--- src/rtl/slow_word_uart_dump.sv ---
// Debug serializer: sends each accepted wide word as 8N1 UART bytes,
// MSB byte first, followed by an idle gap; words arriving while busy are counted.
module slow_word_uart_dump #(
    parameter int DATA_BYTES  = 6,
    parameter int CLK_RATE_HZ = 60_000_000,
    parameter int BAUD_RATE   = 115_200,
    parameter int DEAD_CLKS   = 6000
) (
    input  logic                    i_clk,
    input  logic                    i_reset,
    input  logic                    i_data_valid,
    input  logic [8*DATA_BYTES-1:0] i_data,
    output logic                    o_uart_tx,
    output logic                    o_busy,
    output logic [7:0]              o_drop_count
);

    localparam int CLKS_PER_BIT = CLK_RATE_HZ / BAUD_RATE;
    localparam int W  = 8 * DATA_BYTES;
    localparam int CW = $clog2(CLKS_PER_BIT);
    localparam int BW = (DATA_BYTES > 1) ? $clog2(DATA_BYTES) : 1;
    localparam int GW = (DEAD_CLKS > 1) ? $clog2(DEAD_CLKS) : 1;

    localparam logic [CW-1:0] CLK_LAST  = CW'(CLKS_PER_BIT - 1);
    localparam logic [BW-1:0] BYTE_LAST = BW'(DATA_BYTES - 1);
    localparam logic [GW-1:0] GAP_LAST  = GW'(DEAD_CLKS - 1);

    generate
        if (CLKS_PER_BIT < 2) begin : g_bad_baud
            $error("CLKS_PER_BIT must be at least 2");
        end
        if (DEAD_CLKS < 1) begin : g_bad_dead
            $error("DEAD_CLKS must be at least 1");
        end
    endgenerate

    typedef enum logic [2:0] {
        IDLE,
        START,
        DATA,
        STOP,
        GAP
    } state_t;

    state_t          state;
    logic [W-1:0]    word;
    logic [CW-1:0]   clk_cnt;
    logic [2:0]      bit_idx;
    logic [BW-1:0]   byte_idx;
    logic [GW-1:0]   gap_cnt;
    logic [7:0]      cur;
    logic            bit_end;

    // The byte on the wire is always the top byte; the word shifts up per byte.
    assign cur     = word[W-1 -: 8];
    assign bit_end = (clk_cnt == CLK_LAST);

    always_ff @(posedge i_clk) begin
        if (i_reset) begin
            state        <= IDLE;
            word         <= '0;
            clk_cnt      <= '0;
            bit_idx      <= '0;
            byte_idx     <= '0;
            gap_cnt      <= '0;
            o_uart_tx    <= 1'b1;
            o_busy       <= 1'b0;
            o_drop_count <= '0;
        end else begin
            if (i_data_valid && state != IDLE && o_drop_count != 8'hFF) begin
                o_drop_count <= o_drop_count + 8'd1;
            end

            unique case (state)
                IDLE: begin
                    if (i_data_valid) begin
                        word      <= i_data;
                        byte_idx  <= '0;
                        clk_cnt   <= '0;
                        state     <= START;
                        o_uart_tx <= 1'b0;
                        o_busy    <= 1'b1;
                    end
                end

                START: begin
                    if (bit_end) begin
                        clk_cnt   <= '0;
                        bit_idx   <= '0;
                        o_uart_tx <= cur[0];
                        state     <= DATA;
                    end else begin
                        clk_cnt <= clk_cnt + 1'b1;
                    end
                end

                DATA: begin
                    if (bit_end) begin
                        clk_cnt <= '0;
                        if (bit_idx == 3'd7) begin
                            o_uart_tx <= 1'b1;
                            state     <= STOP;
                        end else begin
                            bit_idx   <= bit_idx + 3'd1;
                            o_uart_tx <= cur[bit_idx + 3'd1];
                        end
                    end else begin
                        clk_cnt <= clk_cnt + 1'b1;
                    end
                end

                STOP: begin
                    if (bit_end) begin
                        clk_cnt <= '0;
                        if (byte_idx == BYTE_LAST) begin
                            gap_cnt <= '0;
                            state   <= GAP;
                        end else begin
                            byte_idx  <= byte_idx + 1'b1;
                            word      <= word << 8;
                            o_uart_tx <= 1'b0;
                            state     <= START;
                        end
                    end else begin
                        clk_cnt <= clk_cnt + 1'b1;
                    end
                end

                GAP: begin
                    if (gap_cnt == GAP_LAST) begin
                        gap_cnt <= '0;
                        o_busy  <= 1'b0;
                        state   <= IDLE;
                    end else begin
                        gap_cnt <= gap_cnt + 1'b1;
                    end
                end

                default: begin
                    o_uart_tx <= 1'b1;
                    o_busy    <= 1'b0;
                    state     <= IDLE;
                end
            endcase
        end
    end

endmodule

--- config.mk ---
export PLATFORM = sky130hd
export DESIGN_NAME = slow_word_uart_dump
export DESIGN_NICKNAME = d
export VERILOG_FILES = /design/src/rtl/slow_word_uart_dump.sv
export SDC_FILE = /design/constraint.sdc
export NUM_CORES = 1
export LEC_CHECK = 0
export BUFFER_PORTS_ARGS = -buffer_cell sky130_fd_sc_hd__clkbuf_2
export CORE_UTILIZATION = 45
export CTS_CLUSTER_DIAMETER = 40
export CTS_CLUSTER_SIZE = 20
export DETAILED_ROUTE_END_ITERATION = 12
export GPL_TIMING_DRIVEN = 0
export HOLD_SLACK_MARGIN = 0.15
export PLACE_DENSITY = 0.61
export REMOVE_ABC_BUFFERS = 1
export SETUP_SLACK_MARGIN = 0.05
export SLEW_MARGIN = 25
export SYNTH_ARGS = -nofsm -noshare
export SYNTH_HDL_FRONTEND = slang
export SYNTH_SLANG_ARGS = --single-unit
--- constraint.sdc ---
create_clock -name i_clk -period 3.12 [get_ports i_clk]
set_input_delay 0.468 -clock i_clk [delete_from_list [all_inputs] [get_ports i_clk]]
set_output_delay 0.468 -clock i_clk [all_outputs]
set_load 0.01 [all_outputs]
[Yosys cells after proc, flatten, opt, wreduce, memory -nomap -nowiden]
Index checks and enable logic that the tools add are counted.
Operators by class
  add/subtract/negate cells: 5
  $lt $le $gt $ge: 1
  eq/ne operators: 18
  mux-type cells: 39
  bitwise operators: 2
  reduce and logical (&&, ||, !) cells: 16
Operators by type and width (number)
  48-bit two-way mux: 3
  48-bit case mux with 2 select lines: 1
  13-bit two-way mux: 3
  3-bit two-way mux: 13
  13-bit case mux with 2 select lines: 1
  10-bit two-way mux: 2
  10-bit case mux with 2 select lines: 1
  2-bit inequality test, second input constant: 9
  3-bit case mux with 5 select lines: 1
  13-bit by 1-bit adder with 13-bit output, second input constant: 1
  13-bit == test, second input constant: 1
  3-bit case mux with 2 select lines: 2
  6-bit AND reduction: 2
  10-bit by 1-bit adder with 10-bit output, second input constant: 1
  10-bit == test, second input constant: 1
  3-bit == test, second input constant: 3
  1-bit two-way mux: 9
  8-bit by 1-bit adder with 8-bit output, second input constant: 1
  8-bit inequality test, second input constant: 1
  4-bit AND reduction: 2
  2-bit nonzero test: 4
  3-bit by 1-bit adder with 3-bit output, second input constant: 2
  3-bit by 2-bit == test with 1-bit output, second input constant: 2
  3-bit AND reduction: 2
  other kinds (11): 13
Storage, ports and cells
  flip-flop bits (word level): 90
  bits of input ports: 51
  output and inout bits: 10
  logic and storage cells: 90

[Longest topological paths before layout]
Gate-level depths: netlist of the first run.
  word-level depth: 6
  gate-level depth with buffers: 8
  depth with buffers taken out: 7

[Least setup slack after synthesis of the first run]
Ideal clock, no wire load.
  path kind: register to register
  start: register gap_cnt[7]
  end: register o_busy
  library setup time: 0.128 ns
  arrival time: 1.660 ns
  data required time: 2.992 ns
  setup slack: 1.332 ns
  stages on the path, launching flop included: 7
  path buffers: 1
  period minus slack after synthesis: 1.788 ns
  cell sequence: dfxtp_1 -> or4b_4 -> o41ai_4 -> buf_6 -> nand2_1 -> a21oi_1 -> nor2_1
On the way
  longest elaborated chain between the ends: 3
Ends and longest elaborated chain
  start: declaration: line 50  | logic [GW-1:0] gap_cnt;
  start signal: assignment: line 135  | gap_cnt <= gap_cnt + 1'b1;
  13-bit == test: line 130  | if (gap_cnt == GAP_LAST) begin
  2-bit inequality test (no line)
  3-bit AND reduction (no line)
  end signal: assignment: line 82  | o_busy <= 1'b1;
  end signal: assignment: line 132  | o_busy <= 1'b0;
  end signal: assignment: line 141  | o_busy <= 1'b0;
  end: declaration: line 14  | output logic o_busy,
No other way between the ends.
A chain may end at the register's enable or synchronous reset.

[Worst setup path in the final report of the first run]
  start: register state[2]
  end: register gap_cnt[8]
On the way
  longest elaborated chain between the ends: 3
  elaborated cells on any way between the ends: 7
  those cells by class: eq/ne (4); mux (1); reduce/logical (2)
Ends and longest elaborated chain
  start: declaration: line 45  | state_t state;
  start signal: assignment: line 60  | state <= IDLE;
  start signal: assignment: line 80  | state <= START;
  start signal: assignment: line 91  | state <= DATA;
  3-bit by 2-bit == test with 1-bit output or 3-bit == test (tied branches): line 74  | unique case (state)
  2-bit inequality test (no line) or 2-bit nonzero test (tied branches)
  3-bit AND reduction (no line)
Parallel ways exist; a longest one is shown, timed or not.

==> metrics list, run 1 <==
- Outcome: finished, final reports clean
* Detailed-route via count: 3565
* Number of global-route vias before repair: 3443
* Clock latency on the worst-skew pair: 0.36 ns
- Setup repair after global routing left no endpoint under its margin.
* Starting Density: 0.465
- Summing internal, switching and leakage power gives about 2.4 mW.
- Post-synthesis register bit count: 90
- For this design the static power due to leakage is 2.14 nW.
- In this run the tool buffered the top-level ports with 60 buffer cells.
- # H-tree levels: 3
* Nature of the critical path endpoint: flip-flop
* Post-synthesis async set-or-reset flop share: 0
- IR analysis of the VDD net gives a maximum drop of around 0.31 mV.
* Initial detailed-routing violation count: between 100 and 150
* Clock transition time at the flip-flop clock pins of the worst setup and hold paths: roughly 0.10 ns
* Number of top-level pins: approximately 60
- From left edge to right edge, the die measures roughly 100 um.
- For this design, the slowest cell found on the critical path is sky130_fd_sc_hd__dfxtp_1.
- The signal on the critical path passes through nand3b_1 > nor2_1 > a21oi_2 > nor2_1 > a211oi_1.
- The detail route stage leaves a number of antenna-violating nets equal to 0.
- In this run the power density over the cells is ~480 mW/mm2.
- The worst setup path is launched from a flip-flop.
* Setup skew after layout: about 0.0098 ns
* Layout cell share with drive strength beyond 1: 0.195
- Detailed placement ended at an HPWL of 6020 um.
- In this run, post-CTS repair resized a total of 0 instances.
* Average wire per cell in the routed design: around 14 um
- Pre-CTS setup slack: between 0.3 and 0.4 ns
- Most frequent cells in the layout: sky130_fd_sc_hd__dfxtp_1, sky130_fd_sc_hd__a21oi_1, sky130_fd_sc_hd__clkbuf_2
- Once layout is done, the placed cells without fillers occupy between 0.005 and 0.006 mm2.
* WL final: 8950 um
- The critical path in this run is classified as flip-flop to flip-flop.
* Period Utilization, post-route: 0.796
* Count of unique library cells instantiated by Yosys: 50
- Entering global routing, the biggest net connects 68 pins.
* Maxcap violations: 0
- Post-Synthesis Cell Area: 0.00432 mm2
- The number of max-slew violations in the final report was 0.
- The die covers 0.00999 mm2.
* Maximum fanout encountered on the critical timing path: 24
- The congestion estimate from routability-driven global placement came to roughly 0.76.
- The count of endpoints failing hold in the final timing report was 0.
- In this design, the stage delay of the slowest critical-path cell is 0.85 ns.
- Across every metal layer, demand over resource in global routing totals 0.194.
- CTS buffer count: 9
* Final #Nets: about 570
* Post-placement cell count: about 630
- Type of the tightest min-delay check: input pin to flip-flop
- Initial antenna violation count: 0
* Hold buffer count at cts: 0
* Post-route minimum period: ~2.5 ns
* Die Y-Extent: roughly 100 um
- Summing all placed instances gives a cell area of roughly 0.0048 mm2.
- At the worst endpoint, the required time is 3.38 ns.
- The Yosys step of the flow raised 0 warnings.
- The total area inside the core boundary comes to about 0.0093 mm2.
- Primary flip-flop cell chosen by synthesis mapping: sky130_fd_sc_hd__dfxtp_1
* Remaining global-route overflow: 0
- For the pin with the worst max-slew slack, the measured transition is just under 0.8 ns.
- Maximum frequency from static timing analysis: between 400 and 500 MHz
* Worst-case headroom to the max-slew limit: 0.471
- Final setup vio count: 0
* Critical Path Most Common Cell: sky130_fd_sc_hd__nor2_1
* Syn Inst Count: ~470
- Core Rows: 35
- For the final routed database, the setup TNS stands at 0 ns.
- From synthesis to final layout, the design area changed by 16.1%.
* Global-route wire length before repair: 15800 um
* Fin cells: roughly 640
- Clock Tree Root: sky130_fd_sc_hd__clkbuf_8
* Count of flip-flops with a built-in enable after synthesis: 0
- The tree built by TritonCTS fans out to 90 sinks.
* Ant diodes: 0
- In the routed layout, each cell is associated on average with a via count of 5.54.
* Worst path setup slack after routing: about 0.64 ns
- TritonCTS clock tree: built
- The pre-antenna-repair detailed-routing pass consisted of 4 iterations.
- STA puts the critical path data arrival time at around 2.8 ns.
- Commonest non-fill, non-tap cell in the layout: sky130_fd_sc_hd__dfxtp_1
- After detailed routing, the number of remaining DRC violations is 0.
- A synthesized cell averages 9.23 um2.
- Counting along the longest clock path gives a buffer depth of 2.
* Share of synthesized area occupied by flip-flops and latches: 0.417
- Setup fix buffers added after clock tree synthesis: 0
==> Yosys cell counts (all sizes together) (2+ instances only) <==
library cell  number  share of area
dfxtp             90           0.42
or2                3         0.0043
xnor2              4         0.0081
a41oi              4         0.0099
a211oi             4         0.0070
nand2             19          0.017
o31ai              3         0.0052
a31oi              2         0.0029
buf               12          0.015
nand3b             2         0.0035
nand4              6         0.0087
mux4               2          0.010
ha                 7          0.020
nand2b             2         0.0029
mux2i             46           0.11
nand3             15          0.019
a311oi            42          0.085
and3               3         0.0043
or3                7          0.010
or4                2         0.0035
nor2              37          0.032
and4               2         0.0041
o22ai              2         0.0029
a21oi             63          0.073
a221oi             2         0.0041
clkbuf            26          0.023
a22o               8          0.016
o21ai             12          0.015
inv                8         0.0070
and2               2         0.0029
xor2               9          0.018
nor3              10          0.012
==> per-layer routing <==
layer  GRT usage  part of all wire  vias to the layer above
met1       0.249              0.49                     1626
met3      0.0599             0.057                        8
met5           0                 0                        -
met4      0.0509             0.011                        0
met2       0.316              0.44                       71
li1            -                 -                     1860
==> logic make-up (layout without fill, tap and decap cells) <==
group | after synthesis | after routing | synth area share
flops | 90 | 90 | 0.417
xor+xnor | 13 | 13 | 0.0264
compound gates | 148 | 148 | 0.236
fa+ha+maj | 7 | 7 | 0.0203
buf+inv | 46 | 92 | 0.0449
mux | 48 | 48 | 0.117
simple gates | 116 | 116 | 0.138
==> final timing paths <==
kind,start,slack [ns],endpoint,cells after the start
setup / recovery,state[2],0.64,gap_cnt[8],5
hold / removal,i_data[2],0.31,word[2],2
setup reg to reg,state[2],0.64,gap_cnt[8],5
hold reg to reg,gap_cnt[12],0.47,gap_cnt[12],1
==> state kept, by name, indices dropped and copies added, names as in the netlist <==
| signal | flops |
|---|---|
| o_uart_tx | 1 |
| o_busy | 1 |
| byte_idx | 3 |
| word | 48 |
| gap_cnt | 13 |
| state | 3 |
| clk_cnt | 10 |
| bit_idx | 3 |
| o_drop_count | 8 |
==> final cells by class <==
cell class / instances / area [um2]
Clock buffer: 9 / 124
Clock inverter: 7 / 98.8
Fill cell: 885 / 4270
Inverter: 8 / 32.5
Multi-Input combinational cell: 332 / 2340
Sequential cell: 90 / 1800
Tap cell: 129 / 161
Timing Repair Buffer: 68 / 454
==> power by group <==
part	switching (mW)	internal (mW)
Combinational	0.128	0.124
Clock	0.429	0.458
Sequential	0.0389	1.21
==> stage by stage <==
stage,hold WS (ns),util
floorplan,0.424,-
global placement,0.445,0.497
detailed placement,0.459,0.515
CTS,0.296,0.539
global route,0.298,0.540
finish,0.310,0.540
==> critical path: cells and delay by family (launching register included) <==
kind	cells	cell delay [ns]
AOI/OAI and AO/OA	2	0.76
and+or+nand+nor	3	0.77
DFF	1	0.85
(Power assumes the default switching activity.)
==> inputs of run 2 (changes only) <==
==> constraint.sdc (replaced) <==
create_clock -name i_clk -period 2.55 [get_ports i_clk]
set_input_delay 0.3825 -clock i_clk [delete_from_list [all_inputs] [get_ports i_clk]]
set_output_delay 0.3825 -clock i_clk [all_outputs]
set_load 0.01 [all_outputs]
==> metrics list, run 2 (synthesized netlist as in run 1, its figures left out) <==
- CTS built an H-tree with a depth of 3.
- The number of hold buffers added after CTS was 0.
* Type of the tightest min-delay check: input pin to flip-flop
* DRC viols: 0
* Ordered cell list for the critical path: nand3b_1 > nor2_1 > a21oi_2 > nor2_1 > a211oi_1
- Relative to the synthesized area, the layout overhead comes to 17.0%.
- In this run the clock root is driven by a sky130_fd_sc_hd__clkbuf_8.
- Entering global routing, the biggest net connects 68 pins.
- Final setup vio count: 0
- Data on the critical path arrives at its endpoint at 2.48 ns.
- Number of flip-flops in the largest register: 48
* Die Y-Extent: about 100 um
- Type of element launching the critical path: flip-flop
- Outcome: finished, final reports clean
- Post-route minimum period: ~2.2 ns
* Critical Setup Path Class: flip-flop to flip-flop
- Dividing the detail-routed via count by the number of cells gives 5.60.
* Initial detailed-routing violation count: between 150 and 200
- In the layout the commonest cells are sky130_fd_sc_hd__dfxtp_1, sky130_fd_sc_hd__a21oi_1, sky130_fd_sc_hd__clkbuf_2.
- Clock transition time at the flip-flop clock pins of the worst setup and hold paths: approximately 0.1 ns
- After filler insertion, the fill cell instance count of the layout stands at roughly 890.
- Pwr dens: roughly 580 mW/mm2
- Setup repair after global routing left no endpoint under its margin.
- Max-cap violations in this run came to 0.
* PnR Total Power: approximately 3 mW
- Period Utilization, post-route: 0.870
* Aggregate global-route resource usage: 0.194
- In this run the standard cell core region covers 0.00928 mm2.
- Final Hold Vio Count: 0
- Required time of the critical path: around 2.8 ns
- The worst setup path is captured at a flip-flop.
- Static timing analysis puts the maximum clock frequency at around 450 MHz.
- Registers with the most flip-flops: word: 48 flops, gap_cnt: 13 flops, clk_cnt: 10 flops
- Number of max-slew violations in the final report: 0
* Buf+Inv Stages, Crit Path: 0
- Dividing the detail-routed wire length by the instance count gives 14.1 um.
* CTS buffer count: 9
* Remaining global-route overflow: 0
- The count of nets left with antenna violations once routing finished came out at 0.
* Layout cell share with drive strength beyond 1: 0.204
- Detailed-route via count: roughly 3600
- At the pin with the least slew margin, the transition time is roughly 0.67 ns.
- Final #Nets: ~570
- Largest stage delay on the critical path: slightly above 0.6 ns
- Critical Path Most Common Cell: sky130_fd_sc_hd__nor2_1
* Number of top-level pins: a little over 60
* Starting Density: 0.465
* Die ar.: ~0.01 mm2
* Ant diodes: 0
- The number of global-route vias before repair came to ~3400.
- Port bufs: 60
- Across the routed clock network, the largest skew measured is roughly 0.0087 ns.
- Final hold analysis gives a worst-case slack of ~0.22 ns.
* Number of clock sinks seen by CTS: 90
- Placed wire-length estimate after detailed placement: ~6000 um
- Die Width: around 100 um
* Initial antenna violation count: 0
- TritonCTS clock tree: built
- word holds more flip-flops than any other register.
* Worst-case headroom to the max-slew limit: 0.550
* Static Leak: 2.16 nW
- The sequential cells in the finished layout cover a total of ~0.0018 mm2.
- WL final: 9130 um
* Routability cong.: 0.755
- Maximum fanout encountered on the critical timing path: 24
- In this run the core area contains 35 standard-cell rows.
- The worst-case IR drop observed on VDD is 0.378 mV.
* Slowest cell on crit path: sky130_fd_sc_hd__dfxtp_2
* Commonest non-fill, non-tap cell in the layout: sky130_fd_sc_hd__dfxtp_1
- First-pass DRT Iterations: 4
- Multi-input gate area: between 0.002 and 0.0025 mm2
- Counting along the longest clock path gives a buffer depth of 2.
- For the worst-skew pair, the clock arrives at the later sink with an insertion delay of around 0.36 ns.
- The first global-routing pass estimated ~16000 um of wire.
- Kind of cell adding the most delay to the critical path: compound AO/OA/AOI/OAI gates
==> run 2: cell type report <==
type                    instances  share of cell area
multi-input cells             333               0.465
flip-flops and latches         90               0.357
repair buffers                 72              0.0959
well taps                     129              0.0320
clock buffers                   9              0.0245
clock inverters                 7              0.0196
inverters                       8             0.00644
==> run 2: worst paths after layout <==
kind	end	startpoint	cells after the start	slack [ns]
worst max-delay path	gap_cnt[8]	state[2]	5	0.33
worst min-delay path	word[2]	i_data[2]	2	0.22
worst max register to register	gap_cnt[8]	state[2]	5	0.33
worst min register to register	gap_cnt[12]	gap_cnt[12]	1	0.47
==> run 2: repair_timing <==
action	4_1_cts	5_1_grt
gates resized for setup	2	0
setup buffers	0	4
pin swaps	0	2
setup endpoints to repair	13	12
gates cloned	0	1
==> run 2: routing by layer <==
metal / vias up / track usage / part of all wire
li1: 1872 / - / -
met1: 1682 / 0.249 / 0.49
met5: - / 0 / 0
met3: 8 / 0.0599 / 0.051
met2: 68 / 0.316 / 0.45
met4: 0 / 0.0509 / 0.011
==> run 2: power by group <==
part / leakage [nW] / switching [mW] / internal (mW)
logic: 1.31 / 0.159 / 0.154
clock network: 0.111 / 0.532 / 0.561
registers: 0.738 / 0.0477 / 1.48
==> run 2: stage by stage <==
stage / area [um2] / instances / TNS [ns] / setup WS (ns) / utilization
after CTS: 5010 / 643 / 0 / 0.191 / 0.540
after floorplan: 4150 / 430 / -26.52 / -0.724 / -
final: 5050 / 648 / 0 / 0.330 / 0.544
after detailed placement: 4780 / 627 / -2.33 / -0.261 / 0.515
after global placement: 4620 / 619 / -79.71 / -1.77 / 0.497
after global routing: 5050 / 648 / 0 / 0.130 / 0.544
